File: config.mk
export PLATFORM = sky130hd
export DESIGN_NAME = mux_nway_stream
export DESIGN_NICKNAME = d
export VERILOG_FILES = /design/src/rtl/mux_nway_stream.sv
export SDC_FILE = /design/constraint.sdc
export NUM_CORES = 1
export LEC_CHECK = 0
export ABC_AREA = 1
export BUFFER_PORTS_ARGS = -buffer_cell sky130_fd_sc_hd__buf_2
export CAP_MARGIN = 25
export CORE_ASPECT_RATIO = 1.2
export CORE_UTILIZATION = 30
export DETAILED_ROUTE_END_ITERATION = 16
export GPL_TIMING_DRIVEN = 0
export PLACE_DENSITY = 0.55
export RECOVER_POWER = 50
export SYNTH_ARGS = -nofsm -noshare
export SYNTH_HDL_FRONTEND = slang
export SYNTH_SLANG_ARGS = --single-unit
File: constraint.sdc
create_clock -name clk -period 4.14 [get_ports clk]
set_clock_uncertainty 0.15 [all_clocks]
set_input_delay 0.414 -clock clk [delete_from_list [all_inputs] [get_ports clk]]
set_output_delay 0.414 -clock clk [all_outputs]
set_load 0.05 [all_outputs]
File: src/rtl/mux_nway_stream.sv
// mux_nway_stream
//   Selects one of WAYS input channels (WIDTH bits each) onto a single
//   registered output using valid/ready handshakes. The channel is picked
//   either by the sel port (fixed mode) or by a round-robin arbiter that
//   rotates priority past the most recently served channel.
//
// Ports
//   clk        system clock; all state changes on the rising edge
//   reset      synchronous, active-high reset
//   mode       0 = fixed select via sel, 1 = round-robin
//   sel        channel index used in fixed mode (sel >= WAYS means no request)
//   in_data    channel i occupies bits [i*WIDTH +: WIDTH]
//   in_valid   per-channel valid
//   in_ready   per-channel ready (combinational, at most one bit high)
//   out_data   registered data of the accepted beat
//   out_chan   index of the channel that produced out_data
//   out_valid  output register holds a beat
//   out_ready  consumer accepts the held beat
//
// Parameters
//   WIDTH  data bits per channel
//   WAYS   number of input channels (2..16)
//   SEL_W  channel-index width, must equal clog2(WAYS)

module mux_nway_stream #(
  parameter int WIDTH = 16,
  parameter int WAYS  = 8,
  parameter int SEL_W = 3
) (
  input  logic                    clk,
  input  logic                    reset,
  input  logic                    mode,
  input  logic [SEL_W-1:0]        sel,
  input  logic [WAYS*WIDTH-1:0]   in_data,
  input  logic [WAYS-1:0]         in_valid,
  output logic [WAYS-1:0]         in_ready,
  output logic [WIDTH-1:0]        out_data,
  output logic [SEL_W-1:0]        out_chan,
  output logic                    out_valid,
  input  logic                    out_ready
);

  // Output stage occupancy
  localparam logic STATE_EMPTY = 1'b0;
  localparam logic STATE_FULL  = 1'b1;

  localparam logic [SEL_W:0]   WAYS_EXT  = (SEL_W+1)'(WAYS);
  localparam logic [SEL_W-1:0] LAST_CHAN = SEL_W'(WAYS - 1);

  logic             state;
  logic [SEL_W-1:0] rr_ptr;

  logic             load_en;
  logic             fixed_ok;
  logic [SEL_W-1:0] rr_grant;
  logic             rr_ok;
  logic [SEL_W:0]   rr_cand;
  logic [SEL_W-1:0] grant;
  logic             grant_ok;
  logic             xfer;
  logic [WIDTH-1:0] grant_data;

  assign out_valid = (state == STATE_FULL);

  // The output register can take a new beat when it is empty or when its
  // current beat is being drained on this same edge.
  assign load_en = (state == STATE_EMPTY) || out_ready;

  // Fixed mode: only the selected channel can be served. Matching sel
  // against each real channel index makes an out-of-range sel (possible when
  // WAYS is not a power of two) fall through as "no request".
  always_comb begin
    fixed_ok = 1'b0;
    for (int unsigned i = 0; i < WAYS; i++) begin
      if (sel == SEL_W'(i)) begin
        fixed_ok = in_valid[i];
      end
    end
  end

  // Round-robin: candidates are rr_ptr+1, rr_ptr+2, ... modulo WAYS.
  // Offsets are visited from furthest to nearest so the nearest requesting
  // channel is the last assignment and therefore wins. rr_ptr is always a
  // valid index, so a single conditional subtraction gives the modulo.
  always_comb begin
    rr_grant = '0;
    rr_ok    = 1'b0;
    rr_cand  = '0;
    for (int unsigned k = WAYS; k > 0; k--) begin
      rr_cand = {1'b0, rr_ptr} + (SEL_W+1)'(k);
      if (rr_cand >= WAYS_EXT) begin
        rr_cand = rr_cand - WAYS_EXT;
      end
      if (in_valid[rr_cand[SEL_W-1:0]]) begin
        rr_grant = rr_cand[SEL_W-1:0];
        rr_ok    = 1'b1;
      end
    end
  end

  always_comb begin
    if (mode) begin
      grant    = rr_grant;
      grant_ok = rr_ok;
    end else begin
      grant    = sel;
      grant_ok = fixed_ok;
    end
  end

  // grant_ok already implies in_valid[grant], so a transfer happens whenever
  // the output stage can load and the granted channel is requesting.
  assign xfer = load_en && grant_ok;

  always_comb begin
    in_ready = '0;
    for (int unsigned i = 0; i < WAYS; i++) begin
      in_ready[i] = !reset && xfer && (grant == SEL_W'(i));
    end
  end

  // Granted channel's data; a decoded mux keeps the slice in range even
  // when grant is an unused index.
  always_comb begin
    grant_data = '0;
    for (int unsigned i = 0; i < WAYS; i++) begin
      if (grant == SEL_W'(i)) begin
        grant_data = in_data[i*WIDTH +: WIDTH];
      end
    end
  end

  always_ff @(posedge clk) begin
    if (reset) begin
      state    <= STATE_EMPTY;
      out_data <= '0;
      out_chan <= '0;
      rr_ptr   <= LAST_CHAN;
    end else if (load_en) begin
      if (xfer) begin
        state    <= STATE_FULL;
        out_data <= grant_data;
        out_chan <= grant;
        // Priority rotates only on round-robin transfers; fixed-mode traffic
        // leaves the arbiter position untouched across mode switches.
        if (mode) begin
          rr_ptr <= grant;
        end
      end else begin
        state <= STATE_EMPTY;
      end
    end
  end

endmodule
==> results by group, run 1 <==
Synthesis
  • FFs w/ async S/R, synth: 0%
  • Top_reg_cell synth: dfxtp_1
  • Syn Inst Count: 502
  • Synth Register Bits: 23
  • Most area-consuming cells after synthesis: dfxtp_1 16%, nand2_1 14%, nand4_1 11%, nand3_1 10%, nor2_1 9.4%
  • Syn nets: 647
  • EDFF count, synth: 0
  • Synth Cell Area: 2960 sq um
  • Area fraction of the dominant cell type after synthesis: 15.5%
  • Synth cell types: 31
  • Syn_area_per_cell: 5.90 sq um
  • Sequential share of the synthesized area: 15.5%
  • Yosys warns: 0
  • Area leader, netlist: dfxtp_1

Global route
  • Grt ovf: 0
  • Total track usage: 24.2%
  • First-pass GRT wire length: 19700 um
  • Initial antenna violation count: 2
  • Largest net degree at the start of global routing: 13
  • Vias in the first global route: 4010

Pwr
  • PwrDens: 454 nW/um^2
  • Part of the power in combinational logic: 71.8%
  • Switching Fraction: 55.5%
  • LEAKAGE: 2.05 nW
  • P_int: 0.819 mW
  • Seq pwr share: 16.7%
  • Clk pwr share: 11.4%
  • Peak supply drop: 0.227 mV
  • Tot Pwr: 1.84 mW
  • Net Sw Power: 1.02 mW

Setup path
  • WP data arrival: 3.37 ns
  • CP endpoint: in_ready[0]
  • Critical Path Fanout Max: 10
  • Worst Setup SP: rr_ptr[0]
  • FF-to-FF Start: rr_ptr[1]
  • Worst EP required: 3.58 ns
  • Crit-path cells: inv_2, ha_1, inv_2, nand3_1, nand3_1, nand2_1, a21oi_1, nand3_1, nand2_1, nand2_1, nand2_1, nand2_2, nand2_1, nand2_2, buf_6, buf_4, nor4_1, buf_4
  • R2r worst-path depth: 22
  • Reg-to-Reg End: out_data[6]
  • Crit path max-delay cell type: ha_1
  • Critical Path Start Type: flip-flop
  • Reg2reg setup slack: 0.56 ns
  • Crit path largest cell delay: 0.43 ns
  • Category of the most critical setup path: flip-flop to output pin
  • CP most frequent cell: nand2_1
  • CP Capture Type: output pin

Drt
  • Antenna-violating nets left: 0
  • Via count: 4146
  • Average wire per standard cell: 15.7 um
  • Drt total wl: 12600 um
  • Vias per inst: 5.17
  • DR iter-0 viols: 232
  • DRC: 0
  • Drt first pass iters: 5

Layout
  • Share of cells above drive strength 1: 34.1%
  • Final Cell Area: 4050 sq um
  • Register area: 460 sq um
  • Multi-input logic area: 2110 sq um
  • Core Util, Final: 42.3%
  • Area growth, synth to finish: 36.6%
  • Nets: 824
  • Fill cells: 1074

Placement
  • DP Area: 3970 sq um
  • RD Place Congestion: 0.920
  • Port buffer count: 170
  • Hpwl dp: 10500 um

Flow run
  • Total of max-cap violations: 0

STA
  • Crit share post-route: 95.1%
  • Hold Vio Cnt, Final: 0
  • Rel. slew slack: 53.4%
  • Final Critical Period: 3.94 ns
  • # setup viols final: 0
  • Max Fclk: 254 MHz
  • Setup_tns: 0 ns
  • Final slew viol count: 0
  • Slew at the pin closest to its max-slew limit: 0.699 ns
  • RSZ-0062 raised after global routing: false

Hold path
  • Hold/Removal Path Class: input port to flip-flop

Floorplanning
  • Die height: 111 um
  • Core box area: 9560 sq um
  • Die area: 10300 sq um
  • Row count: 39
  • I/O pins: 171
  • Die width: 92.7 um
  • Starting Density: 31.0%

Clock tree
  • CTS tree: done
  • Clock sinks: 23
  • Num CTS Buffers: 3
  • Root Buffer Master: clkbuf_16
  • H-tree depth: 1
  • Max clock buf depth: 2
  • Clock transition at path regs: 0.06 ns
  • Worst skew pair latency: 0.25 ns

Status
  • Status: finished, final reports clean
-- power by group through the flow --
stage	combinational (mW)	clock (mW)	sequential, mW
global route	1.44	0.224	0.314
floorplan	0.798	0	0.470
global placement	1.32	0	0.311
finish	1.32	0.211	0.308
detailed placement	1.32	0	0.311
CTS	1.33	0.214	0.308
-- cells by family after synthesis --
| logic type | after synthesis | share of synthesized area, % |
|---|---|---|
| xor gates and xnor gates | 3 | 1.52 |
| and+or+nand+nor | 338 | 55.6 |
| buffers and inverters | 77 | 13.5 |
| adders and majority gates | 2 | 0.844 |
| DFF | 23 | 15.5 |
| AOI/OAI and AO/OA | 59 | 13.1 |
-- timing repair --
action / in CTS / in global routing
buffers inserted: 2 / 0
endpoints found under the setup margin: 7 / 8
pin swaps: 2 / 0
cloned: 0 / 0
gates resized for setup: 3 / 4
hold buffers: 0 / 0
endpoints found under the hold margin: 0 / 0
-- layout make-up --
class,instances,area share [%]
sequential,23,11.4
tap,123,3.80
buffer,29,5.34
inverter,48,4.57
clock buffer,4,1.95
multi-input combinational,402,52.0
antenna,1,0.0618
timing repair buffer,172,20.9
-- stage by stage --
| stage | std cells | worst slack [ns] | hold slack [ns] |
|---|---|---|---|
| after floorplan | 502 | -0.249 | 0.443 |
| after global placement | 795 | 0.168 | 0.306 |
| after detailed placement | 795 | 0.163 | 0.308 |
| after CTS | 801 | 0.0163 | 0.316 |
| after global routing | 801 | 0.0449 | 0.338 |
| final | 802 | 0.204 | 0.314 |
-- critical path, delay by kind of cell, from the launching register on --
| family | cells | cell delay [ns] |
|---|---|---|
| AOI/OAI and AO/OA | 1 | 0.14 |
| DFF | 1 | 0.41 |
| buffers and inverters | 5 | 0.91 |
| adders and majority gates | 1 | 0.43 |
| and+or+nand+nor | 11 | 1.20 |
-- cell usage in the layout (no fill, tap or decap) --
cell       netlist  final
a21oi_1         32     32
buf_6            9      9
inv_1           41     40
clkbuf_2         0      1
clkbuf_4         0      1
buf_2            6    152
nand2_2          8      9
inv_6            1      1
nor3_4           3      3
clkbuf_16        0      3
xnor2_4          1      1
nor2_2           8      8
diode_2          0      1
dfxtp_1         23     23
nand4_1         51     51
nand3_4          1      1
ha_1             2      2
xnor2_1          1      1
a21oi_2          9      9
nor2_1          74     74
clkbuf_1         6     27
buf_4            8     12
nor3_1           3      3
inv_2            6      7
nand3_1         62     62
nor4_1           4      4
nand3_2          6      6
o211ai_1         4      4
o21ai_0          9      9
nor2_4           2      2
o221ai_1         1      1
nand2_4          2      2
nand2_1        114    113
xor2_1           1      1
a21oi_4          4      4
-- registers in the layout, indices dropped and copies added (netlist names) --
register and cells:
out_chan 3, rr_ptr 3, out_data 16, out_valid 1
-- synth_stat cells, types with 8 or more instances --
master and instances:
a21oi_1 32, a21oi_2 9, buf_4 8, buf_6 9, dfxtp_1 23, inv_1 41, nand2_1 114, nand2_2 8
nand3_1 62, nand4_1 51, nor2_1 74, nor2_2 8, o21ai_0 9
-- worst min-delay path by stage --
stage / startpoint / slack, ns / cells past startpoint / to
finish: out_ready / 0.31 / 4 / out_valid
global route: out_ready / 0.34 / 4 / out_valid
global placement: out_data[1] / 0.31 / 2 / out_data[1]
CTS: out_ready / 0.32 / 4 / out_valid
detailed placement: out_data[1] / 0.31 / 2 / out_data[1]
floorplan: rr_ptr[2] / 0.44 / 3 / rr_ptr[2]
-- layer usage --
layer / global-route usage (%) / vias to the layer above / wire [um]
li1: - / 2052 / -
met1: 28.0 / 1858 / 4890
met2: 44.0 / 201 / 6340
met3: 4.18 / 33 / 933
met4: 8.62 / 2 / 437
met5: 0 / - / 13
No activity file was read; power rests on OpenSTA's default activity.
==> run 2: changes to the inputs <==
CORE_ASPECT_RATIO = unset   (was 1.2)
==> run 2 against run 1 <==
Total power down 2.8%; clock-buffer cell count unchanged; global-route usage up 0.54 points; first-iteration DRC count down 19%; utilization up 0.63 points; cell count up 0.62%; die area about the same; design area about the same; critical path type unchanged; critical endpoint is now in_ready[4]; largest power group unchanged.
==> results by group, run 2 (synthesized netlist as in run 1, its figures left out) <==
Status
  • Status: finished, final reports clean

Setup path
  • Worst EP required: 3.58 ns
  • CP most frequent cell: nand2_1
  • FF-to-FF Start: rr_ptr[1]
  • Buf/Inv on CP: 6
  • R2r worst-path depth: 21
  • Cell family with most CP delay: simple AND/OR/NAND/NOR gates
  • Crit path max-delay cell type: dfxtp_1
  • Category of the most critical setup path: flip-flop to output pin
  • Critical Path Start Type: flip-flop
  • Reg2reg setup slack: 0.73 ns
  • Critical Path Fanout Max: 10
  • CP Capture Type: output pin
  • Reg-to-Reg End: out_data[6]
  • Crit path largest cell delay: 0.35 ns
  • Crit-path cells: buf_6, inv_6, ha_4, inv_2, nand3_1, nand3_1, nand2_1, a21oi_1, nand3_1, nand2_1, nand2_1, nand2_1, nand2_2, nand2_1, nand2_2, buf_6, buf_4, nor4_1, clkbuf_4
  • WP data arrival: 3.29 ns

Drt
  • DRC: 0
  • Via count: 4071
  • DR iter-0 viols: 187
  • Drt first pass iters: 5
  • Drt total wl: 12800 um
  • Average wire per standard cell: 15.8 um
  • Vias per inst: 5.04
  • Antenna-violating nets left: 0

Flow run
  • Total of max-cap violations: 0

STA
  • # setup viols final: 0
  • RSZ-0062 raised after global routing: false
  • Final slew viol count: 0
  • Rel. slew slack: 51.7%
  • Final Critical Period: 3.85 ns
  • Hold WS: 0.299 ns
  • Crit share post-route: 93.0%
  • Final setup margin: 0.288 ns
  • Slew at the pin closest to its max-slew limit: 0.724 ns
  • Max Fclk: 260 MHz
  • Hold Vio Cnt, Final: 0

Hold path
  • Hold Path Origin: in_data[116]
  • Hold/Removal Path Class: input port to flip-flop
  • Hold Path Sink: out_data[4]
  • Worst hold stages: 5

Global route
  • Total track usage: 24.8%
  • GR peak layer: met2
  • Met1 usage: 29.3%
  • First-pass GRT wire length: 19600 um
  • Largest net degree at the start of global routing: 13
  • Grt ovf: 0
  • Initial antenna violation count: 1
  • Met2 GRT Util: 44.6%
  • Vias in the first global route: 3905
  • GR Util met3: 4.69%

Clock tree
  • Clock transition at path regs: 0.09 ns
  • # hold bufs at CTS: 0
  • Max clock buf depth: 2
  • Worst skew pair latency: 0.27 ns
  • H-tree depth: 1
  • CTS tree: done
  • Num CTS Buffers: 3
  • Clock sinks: 23
  • Root Buffer Master: clkbuf_8

Floorplanning
  • Core box area: 9420 sq um
  • Starting Density: 31.5%
  • I/O pins: 171
  • Die height: 101 um
  • Die width: 101 um
  • Die area: 10300 sq um
  • Row count: 35

Pwr
  • PwrDens: 442 nW/um^2
  • Peak supply drop: 0.213 mV
  • Tot Pwr: 1.79 mW
  • LEAKAGE: 2.03 nW

Placement
  • Hpwl dp: 10800 um
  • Pre-CTS WS: 0.126 ns
  • RD Place Congestion: 0.909
  • Port buffer count: 170
  • Post-Place Cells: 801
  • DP Area: 3980 sq um

Layout
  • Max FFs per register: 16
  • Top flop regs: out_data (16), out_chan (3), rr_ptr (3)
  • Biggest register: out_data
  • Commonest non-fill, non-tap cells in the layout: 151 x buf_2, 112 x nand2_1, 74 x nor2_1
  • Area growth, synth to finish: 36.5%
  • Commonest non-fill, non-tap cell in the layout: buf_2
  • Nets: 824
  • Share of cells above drive strength 1: 34.7%
  • Diode count: 0
  • Final Cell Area: 4050 sq um
  • Final Non-Filler Cells: 807
-- run 2: timing repair --
action,CTS,global route
buffers inserted,1,1
setup endpoints to repair,8,8
resized for setup,4,8
pin swaps,1,1
-- run 2: report_power, final --
part	internal [mW]	switching (mW)
clock	0.0688	0.0763
combinational	0.417	0.920
sequential	0.274	0.0331
-- run 2: worst max path at each step --
| stage | end | from | slack (ns) | cells past startpoint |
|---|---|---|---|---|
| finish | in_ready[4] | rr_ptr[1] | 0.29 | 19 |
| global route | in_ready[4] | rr_ptr[1] | 0.08 | 19 |
| CTS | in_ready[7] | rr_ptr[1] | 0.02 | 19 |
| detailed placement | in_ready[2] | rr_ptr[0] | 0.13 | 18 |
| global placement | in_ready[4] | rr_ptr[1] | 0.15 | 17 |
| floorplan | in_ready[0] | rr_ptr[1] | -0.25 | 18 |
-- run 2: routing by layer --
| layer | wire length [um] | share of wire, % | vias up |
|---|---|---|---|
| li1 | - | - | 2042 |
| met1 | 5040 | 39 | 1821 |
| met2 | 6390 | 50 | 182 |
| met3 | 957 | 7.5 | 24 |
| met4 | 389 | 3.0 | 2 |
| met5 | 13 | 0.10 | - |
-- run 2: final cells by class --
| type | count | area [sq um] |
|---|---|---|
| tap | 129 | 161 |
| multi-input combinational | 402 | 2130 |
| sequential | 23 | 462 |
| buffer | 29 | 214 |
| fill | 1087 | 5370 |
| clock buffer | 4 | 45.0 |
| inverter | 48 | 185 |
| timing repair buffer | 172 | 851 |
-- run 2: worst reg2reg max path, stage by stage, from the launching register on --
cell,delay [ns]
dfxtp_1,0.35
buf_6,0.15
inv_6,0.06
ha_4,0.25
inv_2,0.15
nand3_1,0.14
nand3_1,0.13
nand2_1,0.12
a21oi_1,0.15
nand3_1,0.09
nand2_1,0.06
nand2_1,0.05
nand2_1,0.07
nand2_2,0.07
a21oi_4,0.26
clkbuf_1,0.44
nand4_1,0.17
nand3_1,0.14
nor2_1,0.06
nand4_1,0.09
nand2_1,0.08
a21oi_2,0.11
-- run 2: stage by stage --
stage,util [%],TNS [ns]
2_1_floorplan,-,-0.696
3_3_place_gp,42.2,0
3_5_place_dp,42.2,0
4_1_cts,42.9,0
5_1_grt,43.0,0
6_report,43.0,0
==> run 3: changes to the inputs <==
ABC_AREA = unset   (was 1)
CORE_UTILIZATION = 40   (was 30)
PLACE_DENSITY = unset   (was 0.55)
PLACE_DENSITY_LB_ADDON = 0.2   (was unset)
==> run 3 against run 2 <==
Global-route usage is 2.4 points higher; die area is 28% lower; critical path depth is 3 lower; clock power hardly changed; first-iteration DRC count is 12% higher; design area is 6.0% higher; worst setup slack worse by 0.21 ns; register-to-register slack worse by 0.59 ns; flip-flop and latch count stayed put; critical endpoint is now in_ready[2]; largest power group unchanged; highest routed layer is now met4.
==> results by group, run 3 <==
Pwr
  • Switching Fraction: 51.6%
  • Part of the power in combinational logic: 82.5%
  • Clk pwr share: 5.0%
  • Peak supply drop: 0.376 mV
  • Seq pwr share: 12.5%
  • P_int: 1.38 mW
  • LEAKAGE: 1.99 nW
  • Net Sw Power: 1.47 mW
  • PwrDens: 663 nW/um^2

Layout
  • Top flop regs: out_data (16), out_chan (3), rr_ptr (3)
  • Diode count: 0
  • Area growth, synth to finish: 52.4%
  • Nets: 678
  • Final Cell Area: 4290 sq um
  • Commonest non-fill, non-tap cells in the layout: 148 x buf_2, 35 x mux2i_1, 34 x nor2_1
  • Commonest non-fill, non-tap cell in the layout: buf_2
  • Biggest register: out_data
  • Share of cells above drive strength 1: 48.9%
  • Core Util, Final: 63.1%
  • Max FFs per register: 16

Clock tree
  • CTS tree: done
  • Clock transition at path regs: 0.09 ns
  • Root Buffer Master: clkbuf_8
  • H-tree depth: 1
  • # hold bufs at CTS: 0
  • Worst skew pair latency: 0.26 ns
  • Clock sinks: 23
  • Num CTS Buffers: 3
  • Max clock buf depth: 2

Setup path
  • Worst EP required: 3.58 ns
  • Buf/Inv on CP: 7
  • Cell family with most CP delay: simple AND/OR/NAND/NOR gates
  • Crit path max-delay cell type: or4b_4
  • R2r worst-path depth: 17
  • Category of the most critical setup path: flip-flop to output pin
  • Crit path largest cell delay: 0.55 ns
  • CP most frequent cell: buf_6
  • Critical Path Fanout Max: 10
  • WP data arrival: 3.50 ns
  • Crit-path cells: buf_6, buf_8, inv_2, ha_4, mux4_2, mux2_4, nor2b_4, a21oi_2, or4b_4, o211ai_4, buf_6, buf_12, buf_12, nand2_2, nor2_2, buf_6
  • CP Capture Type: output pin
  • Critical Path Start Type: flip-flop
  • Levels on crit path: 16

Synthesis
  • Area leader, netlist: dfxtp_1
  • EDFF count, synth: 0
  • Dominant cell by count in the synthesized netlist: nor2_1
  • Yosys warns: 0
  • Most area-consuming cells after synthesis: dfxtp_1 16%, mux2i_1 14%, mux4_2 9.6%, nor2_1 5.2%, a221oi_1 5.0%
  • Syn nets: 475
  • Syn Inst Count: 330
  • Most common library cells after synthesis: 39 x nor2_1, 38 x mux2i_1, 23 x dfxtp_1, 23 x nand2_1, 16 x a221oi_1
  • Sequential share of the synthesized area: 16.4%
  • Synth Cell Area: 2810 sq um
  • Area fraction of the dominant cell type after synthesis: 16.4%
  • Top_reg_cell synth: dfxtp_1
  • FFs w/ async S/R, synth: 0%
  • Synth Register Bits: 23
  • Syn_area_per_cell: 8.52 sq um
  • Synth cell types: 56

Placement
  • Port buffer count: 169
  • DP Area: 3810 sq um
  • Hpwl dp: 8080 um
  • RD Place Congestion: 0.927

Hold path
  • Hold/Removal Path Class: input port to flip-flop
  • Worst hold stages: 3

Status
  • Status: finished, final reports clean

Global route
  • First-pass GRT wire length: 15900 um
  • Grt ovf: 0
  • Initial antenna violation count: 0
  • Vias in the first global route: 3176
  • Largest net degree at the start of global routing: 13
  • Total track usage: 27.1%

STA
  • Final slew viol count: 0
  • Hold Vio Cnt, Final: 0
  • Max Fclk: 246 MHz
  • Crit share post-route: 98.1%
  • Final Critical Period: 4.06 ns
  • Rel. slew slack: 53.6%
  • # setup viols final: 0
  • Slew at the pin closest to its max-slew limit: 0.695 ns

Drt
  • Average wire per standard cell: 16.9 um
  • Drt first pass iters: 5
  • DRC: 0
  • Antenna-violating nets left: 0
  • DR iter-0 viols: 210
  • Vias per inst: 5.70
  • Via count: 3577
  • Drt total wl: 10600 um

Floorplanning
  • Die area: 7370 sq um
  • Starting Density: 41.4%
  • Die height: 85.9 um
  • Row count: 30
  • Die width: 85.9 um
  • I/O pins: 171
  • Core box area: 6790 sq um

Flow run
  • Total of max-cap violations: 0
==> run 3: cell count changes in the layout (fill, tap and decap cells not counted), sizes merged, moves of 12 or more <==
cell,previous run,this run
inv,48,10
nor2,84,40
nand3,69,6
mux4,0,12
nand4,51,2
a221oi,0,16
mux2i,0,38
a21oi,45,12
mux2,0,13
nand2,124,23
o21ai,9,21
buf,172,197
==> run 3: cells by family after synthesis <==
family / Yosys count / share of synthesized area [%]
and+or+nand+nor: 98 / 16.3
xor gates and xnor gates: 5 / 1.82
DFF: 23 / 16.4
muxes: 63 / 28.5
buffers and inverters: 37 / 8.10
AOI/OAI and AO/OA: 102 / 28.1
adders and majority gates: 2 / 0.890
==> run 3: area by class of cell <==
class	count	area [sq um]
tap	96	120
fill	611	2510
buffer	26	234
timing repair buffer	199	1090
clock buffer	4	45.0
inverter	10	37.5
sequential	23	463
multi-input combinational	270	2300
==> run 3: through the flow <==
| step | hold slack (ns) | setup slack, ns | cells | power [mW] | setup TNS [ns] |
|---|---|---|---|---|---|
| after global placement | 0.283 | -0.646 | 595 | 2.27 | -6.52 |
| after floorplan | 0.407 | -0.116 | 330 | 1.85 | -0.382 |
| after global routing | 0.242 | -0.0187 | 628 | 3.00 | -0.0307 |
| after CTS | 0.225 | 0.000927 | 608 | 2.62 | 0 |
| final | 0.223 | 0.0807 | 628 | 2.84 | 0 |
| after detailed placement | 0.294 | -0.660 | 595 | 2.30 | -7.48 |
==> run 3: path summary, 6_finish.rpt <==
path                     start      endpoint  slack, ns
hold / removal     in_data[82]   out_data[2]       0.22
setup reg to reg     rr_ptr[0]  out_data[10]       0.14
setup / recovery     rr_ptr[0]   in_ready[2]       0.08
hold reg to reg   out_data[11]  out_data[11]       0.31
==> run 3: metal layers <==
metal,vias up,wire [um],global-route usage [%]
li1,1690,-,-
met1,1681,4400,36.9
met2,193,5280,46.0
met3,13,786,3.66
met4,0,127,5.76
met5,-,0,0
==> run 3: power by group through the flow <==
stage / clock network, mW / registers, mW / logic (mW)
after CTS: 0.146 / 0.351 / 2.12
after global routing: 0.156 / 0.364 / 2.48
after floorplan: 0 / 0.620 / 1.23
final: 0.143 / 0.356 / 2.34
after global placement: 0 / 0.353 / 1.92
after detailed placement: 0 / 0.353 / 1.95
==> run 3: tightest hold or removal path, delay by kind of cell <==
| family | cells | cell delay [ns] |
|---|---|---|
| AOI/OAI and AO/OA | 2 | 0.12 |
| buffers and inverters | 1 | 0.07 |
==> run 3: repair_timing <==
| action | CTS | global route |
|---|---|---|
| gates resized for setup | 34 | 22 |
| endpoints found under the setup margin | 24 | 20 |
| pin swaps | 3 | 12 |
| hold endpoints to repair | 0 | 0 |
| setup buffers | 10 | 20 |
